--- config.mk ---
export PLATFORM = sky130hd
export DESIGN_NAME = pipelined_carry_adder
export DESIGN_NICKNAME = d
export VERILOG_FILES = /design/src/rtl/pca_pkg.sv /design/src/rtl/pca_segment_adder.sv /design/src/rtl/pipelined_carry_adder.sv
export SDC_FILE = /design/constraint.sdc
export NUM_CORES = 1
export LEC_CHECK = 0
export ABC_CLOCK_PERIOD_IN_PS = 2740
export CAP_MARGIN = 20
export CORE_ASPECT_RATIO = 0.5
export CORE_MARGIN = 8
export CORE_UTILIZATION = 40
export DETAILED_ROUTE_END_ITERATION = 10
export SLEW_MARGIN = 20
export SYNTH_ARGS = -nofsm -noshare
export SYNTH_HDL_FRONTEND = slang
export SYNTH_HIERARCHICAL = 1
export SYNTH_SLANG_ARGS = --single-unit
--- constraint.sdc ---
create_clock -name clk -period 2.74 [get_ports clk]
set_clock_uncertainty 0.2 [all_clocks]
set_input_delay 0.411 -clock clk [delete_from_list [all_inputs] [get_ports clk]]
set_output_delay 0.411 -clock clk [all_outputs]
set_load 0.02 [all_outputs]
--- src/rtl/pca_pkg.sv ---
// Shared defaults and helpers for the pipelined carry adder.
package pca_pkg;

    localparam int PCA_DATA_WIDTH_DEF = 32;
    localparam int PCA_STAGES_DEF     = 4;

    function automatic int seg_w(input int width, input int stages);
        return width / stages;
    endfunction

endpackage

--- src/rtl/pca_segment_adder.sv ---
// Combinational SEG_W-bit carry-chain segment: {cout, sum} = x + y + cin.
module pca_segment_adder #(
    parameter int SEG_W = 8
) (
    input  logic [SEG_W-1:0] x,
    input  logic [SEG_W-1:0] y,
    input  logic             cin,
    output logic [SEG_W-1:0] sum,
    output logic             cout
);

    assign {cout, sum} = {1'b0, x} + {1'b0, y} + {{SEG_W{1'b0}}, cin};

endmodule

--- src/rtl/pipelined_carry_adder.sv ---
// Pipelined DATA_WIDTH adder, one carry segment per stage; optional ovf via PCA_SIGNED_OVF_EN.
// Latency STAGES cycles, one result per cycle.
// Backpressure: bubble-collapsing, ready ripples combinationally from out_ready to in_ready.
module pipelined_carry_adder
    import pca_pkg::*;
#(
    parameter int DATA_WIDTH = PCA_DATA_WIDTH_DEF,
    parameter int STAGES     = PCA_STAGES_DEF
) (
    input  logic                  clk,
    input  logic                  resetn,
    input  logic                  in_valid,
    output logic                  in_ready,
    input  logic [DATA_WIDTH-1:0] a,
    input  logic [DATA_WIDTH-1:0] b,
    input  logic                  cin,
    output logic                  out_valid,
    input  logic                  out_ready,
    output logic [DATA_WIDTH-1:0] sum,
    output logic                  cout
`ifdef PCA_SIGNED_OVF_EN
    ,
    output logic                  ovf
`endif
);

    localparam int SEG_W = seg_w(DATA_WIDTH, STAGES);

    if (STAGES < 1 || (DATA_WIDTH % STAGES) != 0) begin : g_bad_cfg
        $error("pipelined_carry_adder: DATA_WIDTH must be a multiple of STAGES");
    end

    logic [STAGES-1:0] vld;
    logic [STAGES-1:0] adv;

    // A stage may load when it is empty or everything downstream moves.
    always_comb begin
        logic chain;
        chain = out_ready;
        adv   = '0;
        for (int k = STAGES - 1; k >= 0; k--) begin
            chain  = !vld[k] || chain;
            adv[k] = chain;
        end
    end

    for (genvar k = 0; k < STAGES; k++) begin : g_stage
        localparam int INW = DATA_WIDTH - k * SEG_W;

        logic                  v_q;
        logic                  c_q;
        logic [DATA_WIDTH-1:0] s_q;
        logic [INW-1:0]        op_a;
        logic [INW-1:0]        op_b;
        logic                  ci;
        logic                  prev_v;
        logic [DATA_WIDTH-1:0] prev_s;
        logic [SEG_W-1:0]      seg_sum;
        logic                  co;
        logic [DATA_WIDTH-1:0] seg_ext;
`ifdef PCA_SIGNED_OVF_EN
        logic                  am_q;
        logic                  bm_q;
        logic                  prev_am;
        logic                  prev_bm;
`endif

        if (k == 0) begin : g_head
            assign op_a   = a;
            assign op_b   = b;
            assign ci     = cin;
            assign prev_v = in_valid;
            assign prev_s = '0;
`ifdef PCA_SIGNED_OVF_EN
            assign prev_am = a[DATA_WIDTH-1];
            assign prev_bm = b[DATA_WIDTH-1];
`endif
        end else begin : g_body
            assign op_a   = g_stage[k-1].g_ops.a_q;
            assign op_b   = g_stage[k-1].g_ops.b_q;
            assign ci     = g_stage[k-1].c_q;
            assign prev_v = g_stage[k-1].v_q;
            assign prev_s = g_stage[k-1].s_q;
`ifdef PCA_SIGNED_OVF_EN
            assign prev_am = g_stage[k-1].am_q;
            assign prev_bm = g_stage[k-1].bm_q;
`endif
        end

        pca_segment_adder #(
            .SEG_W(SEG_W)
        ) u_seg (
            .x    (op_a[SEG_W-1:0]),
            .y    (op_b[SEG_W-1:0]),
            .cin  (ci),
            .sum  (seg_sum),
            .cout (co)
        );

        assign seg_ext = DATA_WIDTH'(seg_sum) << (k * SEG_W);
        assign vld[k]  = v_q;

        // Data only loads with a valid entry so outputs hold across bubbles.
        always_ff @(posedge clk or negedge resetn) begin
            if (!resetn) begin
                v_q <= 1'b0;
                c_q <= 1'b0;
                s_q <= '0;
            end else if (adv[k]) begin
                v_q <= prev_v;
                if (prev_v) begin
                    c_q <= co;
                    s_q <= prev_s | seg_ext;
                end
            end
        end

`ifdef PCA_SIGNED_OVF_EN
        always_ff @(posedge clk or negedge resetn) begin
            if (!resetn) begin
                am_q <= 1'b0;
                bm_q <= 1'b0;
            end else if (adv[k] && prev_v) begin
                am_q <= prev_am;
                bm_q <= prev_bm;
            end
        end
`endif

        if (k < STAGES - 1) begin : g_ops
            logic [INW-SEG_W-1:0] a_q;
            logic [INW-SEG_W-1:0] b_q;

            always_ff @(posedge clk or negedge resetn) begin
                if (!resetn) begin
                    a_q <= '0;
                    b_q <= '0;
                end else if (adv[k] && prev_v) begin
                    a_q <= op_a[INW-1:SEG_W];
                    b_q <= op_b[INW-1:SEG_W];
                end
            end
        end
    end

    assign in_ready  = adv[0];
    assign out_valid = vld[STAGES-1];
    assign sum       = g_stage[STAGES-1].s_q;
    assign cout      = g_stage[STAGES-1].c_q;

`ifdef PCA_SIGNED_OVF_EN
    assign ovf = (g_stage[STAGES-1].am_q == g_stage[STAGES-1].bm_q) &&
                 (sum[DATA_WIDTH-1] != g_stage[STAGES-1].am_q);
`endif

endmodule
Word level (Yosys, flattened, before mapping)
Cells that the tools add are included.
{"block": "classes", "n_addsub": 8, "bitwise": 3, "n_reduce_logical": 15}
{"operator": "$add 8x8->9", "n": 4}
{"operator": "$add 9x1->9", "n": 4}
{"operator": "$or 32x24->32", "n": 1}
{"operator": "$or 32x32->32", "n": 1}
{"operator": "$or 8x16->16", "n": 1}
{"operator": "$reduce_and 2->1", "n": 4}
{"operator": "$logic_not 1->1", "n": 4}
{"operator": "$logic_or 1x1->1", "n": 4}
{"operator": "$logic_and 1x1->1", "n": 3}
{"block": "word_totals", "regBits": 208, "out_inout_bits": 35}

Logic depth before layout (Yosys ltp)
Gate-level depths: netlist (run 1).
{"block": "depth", "word_depth": 6, "ltp_mapped": 7}

Modules after synthesis
The synthesis (run 1) kept the hierarchy.
{"mod": "pipelined_carry_adder", "instances": 1, "cells_each": 395, "area_each_um2": 6947.9}
{"mod": "pca_segment_adder (g_stage[0].u_seg ...)", "instances": 3, "cells_each": 40, "area_each_um2": 331.6}
{"mod": "pca_segment_adder (g_stage[2].u_seg)", "instances": 1, "cells_each": 42, "area_each_um2": 331.6}

Worst setup path before layout (run 1)
Ideal clock, no wire load.
{"block": "synth_timing", "path_kind": "register to register", "startpoint": "register g_stage[1].g_ops.b_q[0]", "endpoint": "register g_stage[2].c_q", "setup_time_ps": 125, "t_arrival_ps": 1920, "slack_ps": 495, "stages_incl_launch_ff": 8, "synth_period_minus_slack_ps": 2245, "cell_sequence": "dfrtp_1 fa_1 fa_1 a21oi_1 nor2_1 nor2_1 o21ai_0 mux2_2"}
{"block": "synth_via", "elab_chain_cells": 2}
{"element": "from (decl)", "line_no": "pipelined_carry_adder.sv:132", "text": "logic [INW-SEG_W-1:0] b_q;"}
{"element": "from (signal assigned)", "line_no": "pipelined_carry_adder.sv:140", "text": "b_q <= op_b[INW-1:SEG_W];"}
{"element": "$add 8x8->9", "line_no": "pca_segment_adder.sv:12", "text": "assign {cout, sum} = {1'b0, x} + {1'b0, y} + {{SEG_W{1'b0}}, cin};"}
{"element": "$add 9x1->9", "line_no": "pca_segment_adder.sv:12"}
{"element": "via g_stage[2].co", "line_no": "pipelined_carry_adder.sv:59", "text": "logic co;"}
{"element": "to (signal assigned)", "line_no": "pipelined_carry_adder.sv:112", "text": "c_q <= co;"}
{"element": "to (decl)", "line_no": "pipelined_carry_adder.sv:51", "text": "logic c_q;"}
The timed path passes the listed nets, and every way through them passes these cells.
A chain may end at the register's enable or synchronous reset.

Worst setup path after layout (run 1)
{"block": "layout_timing", "startpoint": "register g_stage[1].c_q", "endpoint": "register g_stage[2].c_q"}
{"block": "layout_via", "elab_chain_cells": 1}
{"element": "from (decl)", "line_no": "pipelined_carry_adder.sv:51"}
{"element": "from (signal assigned)", "line_no": "pipelined_carry_adder.sv:112"}
{"element": "$add 9x1->9", "line_no": "pca_segment_adder.sv:12"}
{"element": "via g_stage[2].co", "line_no": "pipelined_carry_adder.sv:59"}
The timed path passes the listed nets, and every way through them passes these cells.

==> results of run 1 <==
==> per-stage QoR <==
stage                     area (sq um)  hold WS [ns]  TNS [ns]  cells
final                            10300         0.299         0    960
after global placement            9710         0.279   -0.0321    927
after floorplan                   8270       -0.0846         0    557
after global routing             10300         0.317         0    960
after detailed placement          9710         0.284    -0.105    927
after CTS                        10300         0.304         0    960
==> how the worst max path moves through the flow <==
stage,from,end
4_1_cts,g_stage[1].c_q,g_stage[2].c_q
3_3_place_gp,b[0],g_stage[0].c_q
3_5_place_dp,b[0],g_stage[0].c_q
6_report,g_stage[1].c_q,g_stage[2].c_q
2_1_floorplan,g_stage[1].g_ops.b_q[0],g_stage[2].c_q
5_1_grt,g_stage[1].c_q,g_stage[2].c_q
==> cell usage after synthesis (5+ instances only) <==
library cell / instances
dfrtp_1: 184
mux2_2: 150
mux2_4: 30
ha_1: 28
a21oi_1: 17
nand2_1: 13
buf_2: 12
a21o_1: 8
a311o_1: 8
fa_1: 8
inv_1: 8
nand2b_1: 8
nand3_1: 8
xnor2_1: 8
xor2_1: 8
nor2b_1: 5
nor3_1: 5
==> report_power, final <==
group          switching [W]  total (W)  internal (W)
logic                0.00167    0.00378       0.00211
registers           0.000541    0.00422       0.00368
clock network        0.00103    0.00234       0.00130
==> flip-flops by register name, indices dropped and copies added (netlist names) <==
register	count
out_valid	1
g_stage.c_q	3
g_stage.v_q	3
g_stage.g_ops.a_q	48
g_stage.s_q	48
sum	32
g_stage.g_ops.b_q	48
cout	1
==> routing by layer <==
metal,track usage [%],vias up,share of wire (%)
met1,17.0,2452,49
met2,20.7,58,48
met3,2.87,16,2.4
met5,0,-,0
met4,3.86,0,1.2
li1,-,2252,-
==> area by class of cell <==
class / instances / share of cell area [%]
Clock buffer: 22 / 4.52
Inverter: 12 / 0.438
Tap cell: 273 / 3.32
Timing Repair Buffer: 116 / 11.8
Multi-Input combinational cell: 343 / 34.2
Sequential cell: 184 / 44.8
Clock inverter: 10 / 0.937
==> cell families after synthesis <==
| family | after synthesis |
|---|---|
| flops | 184 |
| simple gates | 54 |
| fa+ha+maj | 36 |
| buf+inv | 30 |
| mux | 181 |
| compound gates | 56 |
| xor+xnor | 16 |
==> critical path, cell delays in order, from the launching register on <==
cell and delay [ns]:
dfrtp_1 0.44, fa_1 0.51, fa_1 0.44, a21oi_1 0.21
nor2_1 0.07, nor2_1 0.14, o21ai_0 0.11, mux2_2 0.26
==> flow_metrics.env, run 1 <==
export IMPL_avgSynthCellArea_sq_um=14.9
export IMPL_cts_sinks=184
export IMPL_power_leakage_nw=4.38
export IMPL_coreArea_sq_um=20400
export IMPL_post_route_min_period_ns=2.50
export IMPL_globalplace_congestion=0.747
export IMPL_hold_path_end="g_stage[2].g_ops.a_q[4]"
export IMPL_r2r_end="g_stage[2].c_q"
export IMPL_post_cts_buffers=0
export IMPL_grt_max_degree=76
export IMPL_io_buffer_count=103
export IMPL_worstPathRequired_ns=2.84
export IMPL_first_pass_iters=7
export IMPL_post_place_ws_ns=-0.0521
export IMPL_grt_usage_pct=12.8
export IMPL_nets=779
export IMPL_synth_compound_area_share_pct=4.94
export IMPL_cellPowerDensity_nw_per_um2=1010
export IMPL_hpwl_um=10900
export IMPL_tritoncts="built"
export IMPL_synth_top_area_cell="dfrtp_1"
export IMPL_yosys_top_cells_area="dfrtp_1, mux2_2, mux2_4, ha_1, fa_1"
export IMPL_fin_crit_sh_pct=91.1
export IMPL_via_per_inst=4.98
export IMPL_synth_top_cell_area_share_pct=55.6
export IMPL_critPathArrivalTime_ns=2.60
export IMPL_root_buffer="clkbuf_16"
export IMPL_slew_violations=0
export IMPL_fmax_mhz=401
export IMPL_drt_wl_total_um=15800
export IMPL_dieArea_sq_um=25800
export IMPL_cts_made_buffers=17
export IMPL_crit_fanout=2
export IMPL_ys_warn_count=6
export IMPL_utilization_pct=50.3
export IMPL_synth_main_ff_cell="dfrtp_1"
export IMPL_fin_ws_ns=0.244
export IMPL_outcome="completed"
export IMPL_start_kind="flip-flop"
export IMPL_synth_top_family_by_area="multiplexers"
export IMPL_fillers=1752
export IMPL_ys_ff_latch=184
export IMPL_clk_latency_ns=0.42
export IMPL_grt_pass1_wl_um=26700
export IMPL_register_area_sq_um=4600
export IMPL_reg2reg_depth=7
export IMPL_gr_total_overflow=0
export IMPL_areaGrowthSynthToFinish_pct=24.2
export IMPL_wl_per_cell_um=16.5
export IMPL_rows=37
export IMPL_via_count=4778
export IMPL_crit_type="flip-flop to flip-flop"
export IMPL_synth_xor_area_share_pct=1.69
export IMPL_cts_max_level=4
export IMPL_final_common_cell="dfrtp_1"
export IMPL_slew_headroom_pct=57.4
export IMPL_rsz0062_at_grt="false"
export IMPL_worst_setup_path_end_kind="flip-flop"
export IMPL_antenna_found_initial=0
export IMPL_synth_adder_area_share_pct=6.17
export IMPL_yosys_area_share_simple_pct=3.57
export IMPL_worst_pin_slew_ns=0.639
export IMPL_clockBufferDepth=2
export IMPL_min_from="g_stage[1].g_ops.a_q[12]"
export IMPL_rrSetupSlack_ns=0.24
export IMPL_synth_seq_area_share_pct=55.6
export IMPL_layout_drive_gt1_share_pct=34.2
export IMPL_synth_area_sq_um=8270
export IMPL_drt_initial_drc_count=206
export IMPL_die_x_um=219
export IMPL_finalPower_w=0.0103
export IMPL_layout_common_cells="dfrtp_1, mux2_2, clkdlybuf4s50_1, mux2_4, ha_1"
export IMPL_hold_depth=1
export IMPL_drc_errors=0
export IMPL_syn_nets=662
export IMPL_final_hold_viol_count=0
export IMPL_setup_viol=0
export IMPL_rr_startpoint="g_stage[1].c_q"
export IMPL_multi_input_area_sq_um=3520
export IMPL_drv_cap=0
export IMPL_start_util_pct=40.5
export IMPL_synthMuxAreaShare_pct=26.0
export IMPL_die_y_um=118
export IMPL_antenna_left=0
export IMPL_synthArstFlopShare_pct=100
export IMPL_hp_class="flip-flop to flip-flop"
export IMPL_syn_inst=557
export IMPL_ios=104
export IMPL_cts_resized=0
export IMPL_grt_pass1_vias=5076
export IMPL_num_antenna_cells=0
export IMPL_peakVddDrop_v=0.000395
export IMPL_synth_edf_count=0
export IMPL_cts_clk_slew_worst_paths_ns=0.07
export IMPL_yosysUniqueCellTypes=36
export IMPL_cts_hold_buf=1
Note: power is estimated with default switching activity, not from simulation.
==> run 2, diff against run 1 <==
- PLACE_DENSITY: unset -> 0.62
==> run 2 against run 1 <==
- first-iteration DRC count shrank 26%
- non-clock buffer count shrank 2
- fmax shrank 0.26%
- sequential power is essentially flat
- final area grew 0.36%
- critical endpoint is now g_stage[1].c_q
- total power grew 1.7%
- clock power grew 8%
- sequential share of layout area shrank 0.16 points
==> flow_metrics.env, run 2 (synthesis gave the netlist of run 1 again) <==
export IMPL_power_frac_comb_pct=36.0
export IMPL_placement_cell_area_sq_um=9690
export IMPL_grt_pass1_vias=5120
export IMPL_cts_resized=0
export IMPL_first_pass_iters=4
export IMPL_clkPwrFrac_pct=24.1
export IMPL_slew_violations=0
export IMPL_cts_made_buffers=17
export IMPL_worst_setup_path_end_kind="flip-flop"
export IMPL_antenna_left=0
export IMPL_ios=104
export IMPL_die_y_um=118
export IMPL_post_cts_buffers=0
export IMPL_rows=37
export IMPL_cts_hold_buf=1
export IMPL_wl_per_cell_um=16.6
export IMPL_cts_sinks=184
export IMPL_cp_common_cell="fa_1"
export IMPL_dieArea_sq_um=25800
export IMPL_io_buffer_count=103
export IMPL_drt_initial_drc_count=153
export IMPL_layout_common_cells="dfrtp_1, mux2_2, clkdlybuf4s50_1, mux2_4, ha_1"
export IMPL_final_area_sq_um=10300
export IMPL_via_per_inst=4.97
export IMPL_clk_latency_ns=0.42
export IMPL_p_int_w=0.00725
export IMPL_root_buffer="clkbuf_16"
export IMPL_hpwl_um=10900
export IMPL_globalplace_congestion=0.736
export IMPL_grt_usage_pct=12.9
export IMPL_cellPowerDensity_nw_per_um2=1020
export IMPL_drv_cap=0
export IMPL_cts_clk_slew_worst_paths_ns=0.07
export IMPL_instances_no_fill=958
export IMPL_power_switching_w=0.00326
export IMPL_cp_slowest_cell="fa_1"
export IMPL_peakVddDrop_v=0.000421
export IMPL_nets=777
export IMPL_rsz0062_at_grt="false"
export IMPL_power_leakage_nw=4.40
export IMPL_setup_viol=0
export IMPL_post_place_ws_ns=-0.0623
export IMPL_start_util_pct=40.5
export IMPL_slew_headroom_pct=59.6
export IMPL_coreArea_sq_um=20400
export IMPL_worst_pin_slew_ns=0.606
export IMPL_antenna_found_initial=0
export IMPL_fin_ws_ns=0.238
export IMPL_p_sw_share_pct=31.0
export IMPL_path_cells="fa_1, fa_1, a21oi_1, o21a_1, o21ai_0, mux2_2"
export IMPL_grt_max_degree=72
export IMPL_gr_total_overflow=0
export IMPL_areaGrowthSynthToFinish_pct=24.7
export IMPL_drt_wl_total_um=15900
export IMPL_utilization_pct=50.5
export IMPL_fin_crit_sh_pct=91.3
export IMPL_max_stage_delay_ns=0.47
export IMPL_placed_cells=925
export IMPL_drc_errors=0
export IMPL_p_seq_share_pct=40.0
export IMPL_final_hold_viol_count=0
export IMPL_grt_pass1_wl_um=26900
export IMPL_crit_type="flip-flop to flip-flop"
export IMPL_layout_drive_gt1_share_pct=34.3
export IMPL_die_x_um=219
export IMPL_crit_fanout=2
export IMPL_path_buf_inv=0
export IMPL_post_route_min_period_ns=2.50
export IMPL_hp_class="flip-flop to flip-flop"
export IMPL_reg_largest_list="g_stage.g_ops.a_q: 48 flops, g_stage.g_ops.b_q: 48 flops, g_stage.s_q: 48 flops"
export IMPL_cts_max_level=4
export IMPL_via_count=4761
export IMPL_tritoncts="built"
export IMPL_worstPathRequired_ns=2.85
export IMPL_start_kind="flip-flop"
export IMPL_clockBufferDepth=2
export IMPL_num_antenna_cells=0
export IMPL_final_common_cell="dfrtp_1"
export IMPL_cp_top_family="adder cells"
export IMPL_outcome="completed"
export IMPL_finalPower_w=0.0105
export IMPL_critPathArrivalTime_ns=2.61
export IMPL_fmax_mhz=400
[run 2: cell count changes in the layout (fill, tap and decap cells not counted)]
cell	previous run	this run
buf_4	6	4
clkbuf_1	3	1
inv_6	1	2
bufinv_16	1	3
clkinv_4	2	4
clkinvlp_4	4	3
clkbuf_8	3	2
clkinv_2	2	1
[run 2: final timing paths]
| path | start | end | slack [ns] | cells after the start |
|---|---|---|---|---|
| worst max-delay path | g_stage[0].g_ops.b_q[0] | g_stage[1].c_q | 0.24 | 6 |
| worst min-delay path | g_stage[1].s_q[12] | g_stage[1].s_q[12] | 0.30 | 1 |
| worst max register to register | g_stage[0].g_ops.b_q[0] | g_stage[1].c_q | 0.24 | 6 |
| worst min register to register | g_stage[1].s_q[12] | g_stage[1].s_q[12] | 0.30 | 1 |
| max in group asynchronous | resetn | g_stage[1].g_ops.b_q[6] | 1.18 | 3 |
| min in group asynchronous | resetn | sum[5] | 0.35 | 2 |
[run 2: through the flow]
step / setup TNS (ns) / hold WS, ns
2_1_floorplan: 0 / -0.0846
3_3_place_gp: -0.0852 / 0.273
4_1_cts: 0 / 0.305
6_report: 0 / 0.300
3_5_place_dp: -0.156 / 0.278
5_1_grt: 0 / 0.313
[run 2: layout make-up]
type	count	area, sq um
fill	1767	10100
sequential	184	4600
multi-input combinational	343	3520
timing repair buffer	114	1190
clock buffer	19	443
tap	273	342
clock inverter	13	170
inverter	12	45.0
[run 2: power by group through the flow]
stage          combinational (W)  clock [W]  sequential [W]
2_1_floorplan            0.00235          0         0.00440
3_3_place_gp             0.00373          0         0.00424
3_5_place_dp             0.00382          0         0.00427
4_1_cts                  0.00385    0.00262         0.00422
5_1_grt                  0.00414    0.00272         0.00434
6_report                 0.00378    0.00253         0.00420
[run 2: worst register-to-register path, stage by stage (launching register included)]
cell	delay, ns
dfrtp_1	0.40
fa_1	0.47
fa_1	0.42
a21oi_1	0.23
o21a_1	0.19
o21ai_0	0.18
mux2_2	0.30
[run 2: layer usage]
metal  GRT usage (%)  share of wire [%]
met2            21.3                 48
met3            2.92                2.7
met5               0                  0
met4            4.36                1.4
met1            16.6                 48
==> run 3, diff against run 2 <==
- HOLD_SLACK_MARGIN: unset -> 0.1
- SLEW_MARGIN: 20 -> 25
==> results of run 3 <==
No change in the layout: final DEF, timing and power equal those of run 2.
==> RTL edit 1 (config.mk and constraints of run 3) <==
The package constant `PCA_STAGES_DEF` goes from 4 to 2.
--- a/src/rtl/pca_pkg.sv
+++ b/src/rtl/pca_pkg.sv
@@ -4,3 +4,3 @@
     localparam int PCA_DATA_WIDTH_DEF = 32;
-    localparam int PCA_STAGES_DEF     = 4;
+    localparam int PCA_STAGES_DEF     = 2;
 
Function: changed (a bounded check fails within 4 cycles, from zero or initial values and one cycle with resetn low).
==> RTL edit 1 against run 3 <==
The flow now finishes with violations (negative setup slack). Combinational power fell by 41%. Core utilization rose by 5.2 points. Sequential cell count fell by 100. Power fell by 49%. Cell count fell by 30%. Count of clock-buffer cells in the layout fell by 8. Synthesized area fell by 43%. Maximum frequency fell by 13%. Setup slack got worse by 390 ps. Global-route usage rose by 0.47 points. Synthesized cell count fell by 34%. Wire length fell by 36%. Final area fell by 37%. Sequential power fell by 57%.
==> RTL edit 1: results (changes against run 3) <==
first_pass_iters: 4  # unchanged
largest_reg_flops: 32
relSlewSlack: 0.610  # was 0.596
cts-root-buf: "clkbuf_16"  # unchanged
fill_cells: 1042  # was 1,767
nets: 606  # was 777
io_buffers: 103  # unchanged
via_per_inst: 4.89  # was 4.97
placed_area_um2: 6080  # was 9690 µm²
cts.htree.levels: 3  # was 4
routed_wl_mm: 10.1  # was 15.9 mm
drt-initial-drc-count: 114  # was 153
grt_pass1_wl_mm: 17.1  # was 26.9 mm
grt.total_usage: 0.134  # was 0.129
hold_path_depth: 1  # unchanged
status: "finished with violations"  # was complete, no violations
grt_pass1_vias: 3472  # was 5,120
synth_seq_area_share: 0.445  # was 0.556
cts_made_buffers: 9  # was 17
syn_area_per_cell_um2: 12.8  # was 14.9 µm²
synth_area_leaders: "dfrtp_1 (45%), mux2_2 (17%), ha_1 (7.9%)"  # was dfrtp_1 (56%), mux2_2 (20%), mux2_4 (5.4%)
synth_top_cells_by_count: "dfrtp_1 (84), mux2_2 (72), ha_1 (30), xnor2_1 (19), a21oi_1 (18)"  # was dfrtp_1 (184), mux2_2 (150), mux2_4 (30), ha_1 (28), a21oi_1 (17)
grt_max_degree: 45  # was 72
clk_latency_ps: 330  # was 420 ps
place_inst: 650  # was 925
setup_slack_ps: -148  # was 238 ps
path_max_fanout: 3  # was 2
hpwlAfterDp_mm: 7.74  # was 10.9 mm
clkSlewWorstSetupHoldPaths_ps: 60
syn_nets: 473  # was 662
p_leak_nw: 2.77  # was 4.40 nW
violations: "negative setup slack"
antenna_found_initial: 0  # unchanged
diodes: 0  # unchanged
instances_no_fill: 672  # was 958
place_congestion: 0.785  # was 0.736
switchingPower_mw: 1.69  # was 3.26 mW
synth_cell_types: 61  # was 36
crit_arrival_ps: 2900  # was 2610 ps
clk_path_buf_depth: 2  # unchanged
post-place-ws_ps: -590  # was -62.3 ps
reg2regPathDepth: 8  # was 6
finalSetupViolCount: 4  # was 0
tns_ps: -287  # was 0 ps
async_reset_ff_frac: 1.00  # unchanged
ir_drop_v: 0.000325  # was 0.000421 V
drive_gt1_frac: 0.316  # was 0.343
[RTL edit 1: cell count changes after synthesis, moves of 7 or more]
| cell | change |
|---|---|
| a311o_1 | -7 |
| buf_2 | -11 |
| mux2_4 | -20 |
| dfrtp_1 | -100 |
| o21ai_0 | +7 |
| mux2_2 | -78 |
| xnor2_1 | +11 |
[RTL edit 1: kinds of logic after synthesis]
group | after synthesis | share of synthesized area
AOI/OAI and AO/OA | 75 | 0.118
xor gates and xnor gates | 27 | 0.0501
adders and majority gates | 34 | 0.0964
buffers and inverters | 18 | 0.0252
DFF | 84 | 0.445
muxes | 82 | 0.203
and+or+nand+nor | 50 | 0.0617
[RTL edit 1: power groups by stage]
stage	registers [mW]	logic (mW)	clock network [mW]
after floorplan	2.09	1.06	0
after global placement	1.84	2.17	0
after detailed placement	1.85	2.19	0
after CTS	1.83	2.26	1.35
after global routing	1.88	2.42	1.40
final	1.82	2.24	1.31
[RTL edit 1: path summary, 6_finish.rpt]
path	end	slack, ps	from
max	sum[30]	-150	g_stage[0].g_ops.b_q[0]
min	sum[25]	300	sum[25]
max reg2reg	sum[30]	-150	g_stage[0].g_ops.b_q[0]
min reg2reg	sum[25]	300	sum[25]
max in group asynchronous	sum[5]	1290	resetn
min in group asynchronous	sum[4]	420	resetn
[RTL edit 1: worst max-delay path: stages (launching register included)]
cell	delay, ps
dfrtp_1	400
fa_2	420
fa_2	390
a211oi_2	260
o2111ai_2	170
a211o_4	390
o31ai_4	190
xnor2_1	90
mux2_2	260
[RTL edit 1: area by class of cell]
class / instances / area [µm²] / share of cell area
multi-input cells: 268 / 2570 / 0.396
flip-flops and latches: 84 / 2100 / 0.323
repair buffers: 132 / 1260 / 0.195
clock buffers: 11 / 253 / 0.0389
well taps: 165 / 206 / 0.0318
clock inverters: 4 / 72.6 / 0.0112
inverters: 8 / 30.0 / 0.00462
[RTL edit 1: timing repair]
action | in CTS | in global routing
pin swaps | 15 | 9
setup buffers | 5 | 1
hold endpoints to repair | 43 | 0
resized for setup | 10 | 9
hold buffers | 1 | 0
setup endpoints to repair | 9 | 7
[RTL edit 1: layer usage]
layer,part of all wire,wire [µm],vias to the layer above,global-route usage
met5,0,0,-,0
li1,-,-,1626,-
met1,0.48,4880,1592,0.177
met4,0.012,119,0,0.0402
met2,0.47,4740,54,0.215
met3,0.036,360,12,0.0331
==> RTL edit 2 (settings of run 3) <==
Without the edit above. Build with the macro `PCA_SIGNED_OVF_EN` defined.
--- a/src/rtl/pipelined_carry_adder.sv
+++ b/src/rtl/pipelined_carry_adder.sv
@@ -3,2 +3,4 @@
 // Backpressure: bubble-collapsing, ready ripples combinationally from out_ready to in_ready.
+`define PCA_SIGNED_OVF_EN
+
 module pipelined_carry_adder
Formal check against the unedited RTL (old outputs only; new: ovf): equivalent (equiv_simple and equiv_induct, registers matched by name and starting in step).
==> RTL edit 2 against run 3 <==
Synthesized area is 1.1% higher. Setup slack worse by 21 ps. Sequential cell count increased by 2. First-iteration DRC count increased by 25%. Cell count grew 1.1%. Power grew 0.95%. Synthesized cell count increased by 1.4%. Wire length shrank 0.54%. Final area grew 0.89%. Critical path type unchanged. Largest cell class unchanged.
==> RTL edit 2: results (changes against run 3) <==
worst_pin_slew_ps: 445  # was 606 ps
synth_seq_area_share: 0.557  # was 0.556
grt_pass1_wl_mm: 26.6  # was 26.9 mm
drive_gt1_frac: 0.345  # was 0.343
grt_use_met3: 0.0298  # was 0.0292
grt_max_degree: 49  # was 72
antenna_found_initial: 0  # unchanged
grtUsageMet2: 0.210  # was 0.213
grt_pass1_vias: 5185  # was 5,120
synth_compound_area_frac: 0.0495  # was 0.0494
io_buffers: 104  # was 103
nets: 789  # was 777
place_congestion: 0.774  # was 0.736
post-place-ws_ps: -74.6  # was -62.3 ps
totalPowerFinal_mw: 10.6  # was 10.5 mW
syn_inst: 565  # was 557
post_drt_wl_per_cell_um: 16.3  # was 16.6 µm
slowest_delay_ps: 490  # was 470 ps
grt_use_met1: 0.161  # was 0.166
p_leak_nw: 4.44  # was 4.40 nW
place_inst: 937  # was 925
synth_area_leaders: "dfrtp_1 (56%), mux2_2 (20%), mux2_4 (5.4%)"  # unchanged
ir_drop_v: 0.000465  # was 0.000421 V
fill_cells: 1771  # was 1,767
grt.total_usage: 0.126  # was 0.129
met3_length_um: 533  # was 434 µm
clock.fmax_ghz: 0.396  # was 0.400 GHz
hpwlAfterDp_mm: 11.2  # was 10.9 mm
synth_top_cells_by_count: "dfrtp_1 (186), mux2_2 (152), mux2_4 (30), ha_1 (28), a21oi_1 (17)"  # was dfrtp_1 (184), mux2_2 (150), mux2_4 (30), ha_1 (28), a21oi_1 (17)
synthXorXnorAreaFrac: 0.0168  # was 0.0169
status: "complete, no violations"  # unchanged
switchingPower_mw: 3.30  # was 3.26 mW
seq_power_mw: 4.27  # was 4.20 mW
placed_area_um2: 9800  # was 9690 µm²
reg_top3: "g_stage.s_q: 48 flops, g_stage.g_ops.a_q: 45 flops, g_stage.g_ops.b_q: 45 flops"  # was g_stage.g_ops.a_q: 48 flops, g_stage.g_ops.b_q: 48 flops, g_stage.s_q: 48 flops
worstHoldPathType: "in2async"  # was reg2reg
synth_adder_area_share: 0.0610  # was 0.0617
syn_nets: 670  # was 662
met1_length_mm: 7.37  # was 7.56 mm
r2r_setup_slack_ps: 220  # was 240 ps
timing.hold.ws_ps: 290  # was 300 ps
-- RTL edit 2: cell types whose count changed after synthesis, sizes merged --
cell and delta:
dfrtp +2, mux2 +2, nand2 +2, nor2 +1, o21ai +1
-- RTL edit 2: final timing paths --
| kind | startpoint | to | cells past startpoint |
|---|---|---|---|
| max | g_stage[1].g_ops.b_q[0] | g_stage[2].c_q | 7 |
| min | resetn | g_stage[2].s_q[5] | 2 |
| max reg2reg | g_stage[1].g_ops.b_q[0] | g_stage[2].c_q | 7 |
| min reg2reg | g_stage[2].s_q[22] | sum[22] | 1 |
| max in group asynchronous | resetn | g_stage[1].s_q[10] | 3 |
| min in group clk | g_stage[2].s_q[22] | sum[22] | 1 |
-- RTL edit 2: cell type report --
class / count / share of cell area
sequential: 186 / 0.447
multi-input combinational: 349 / 0.342
timing repair buffer: 118 / 0.116
clock buffer: 18 / 0.0412
tap: 273 / 0.0328
clock inverter: 13 / 0.0160
inverter: 12 / 0.00433
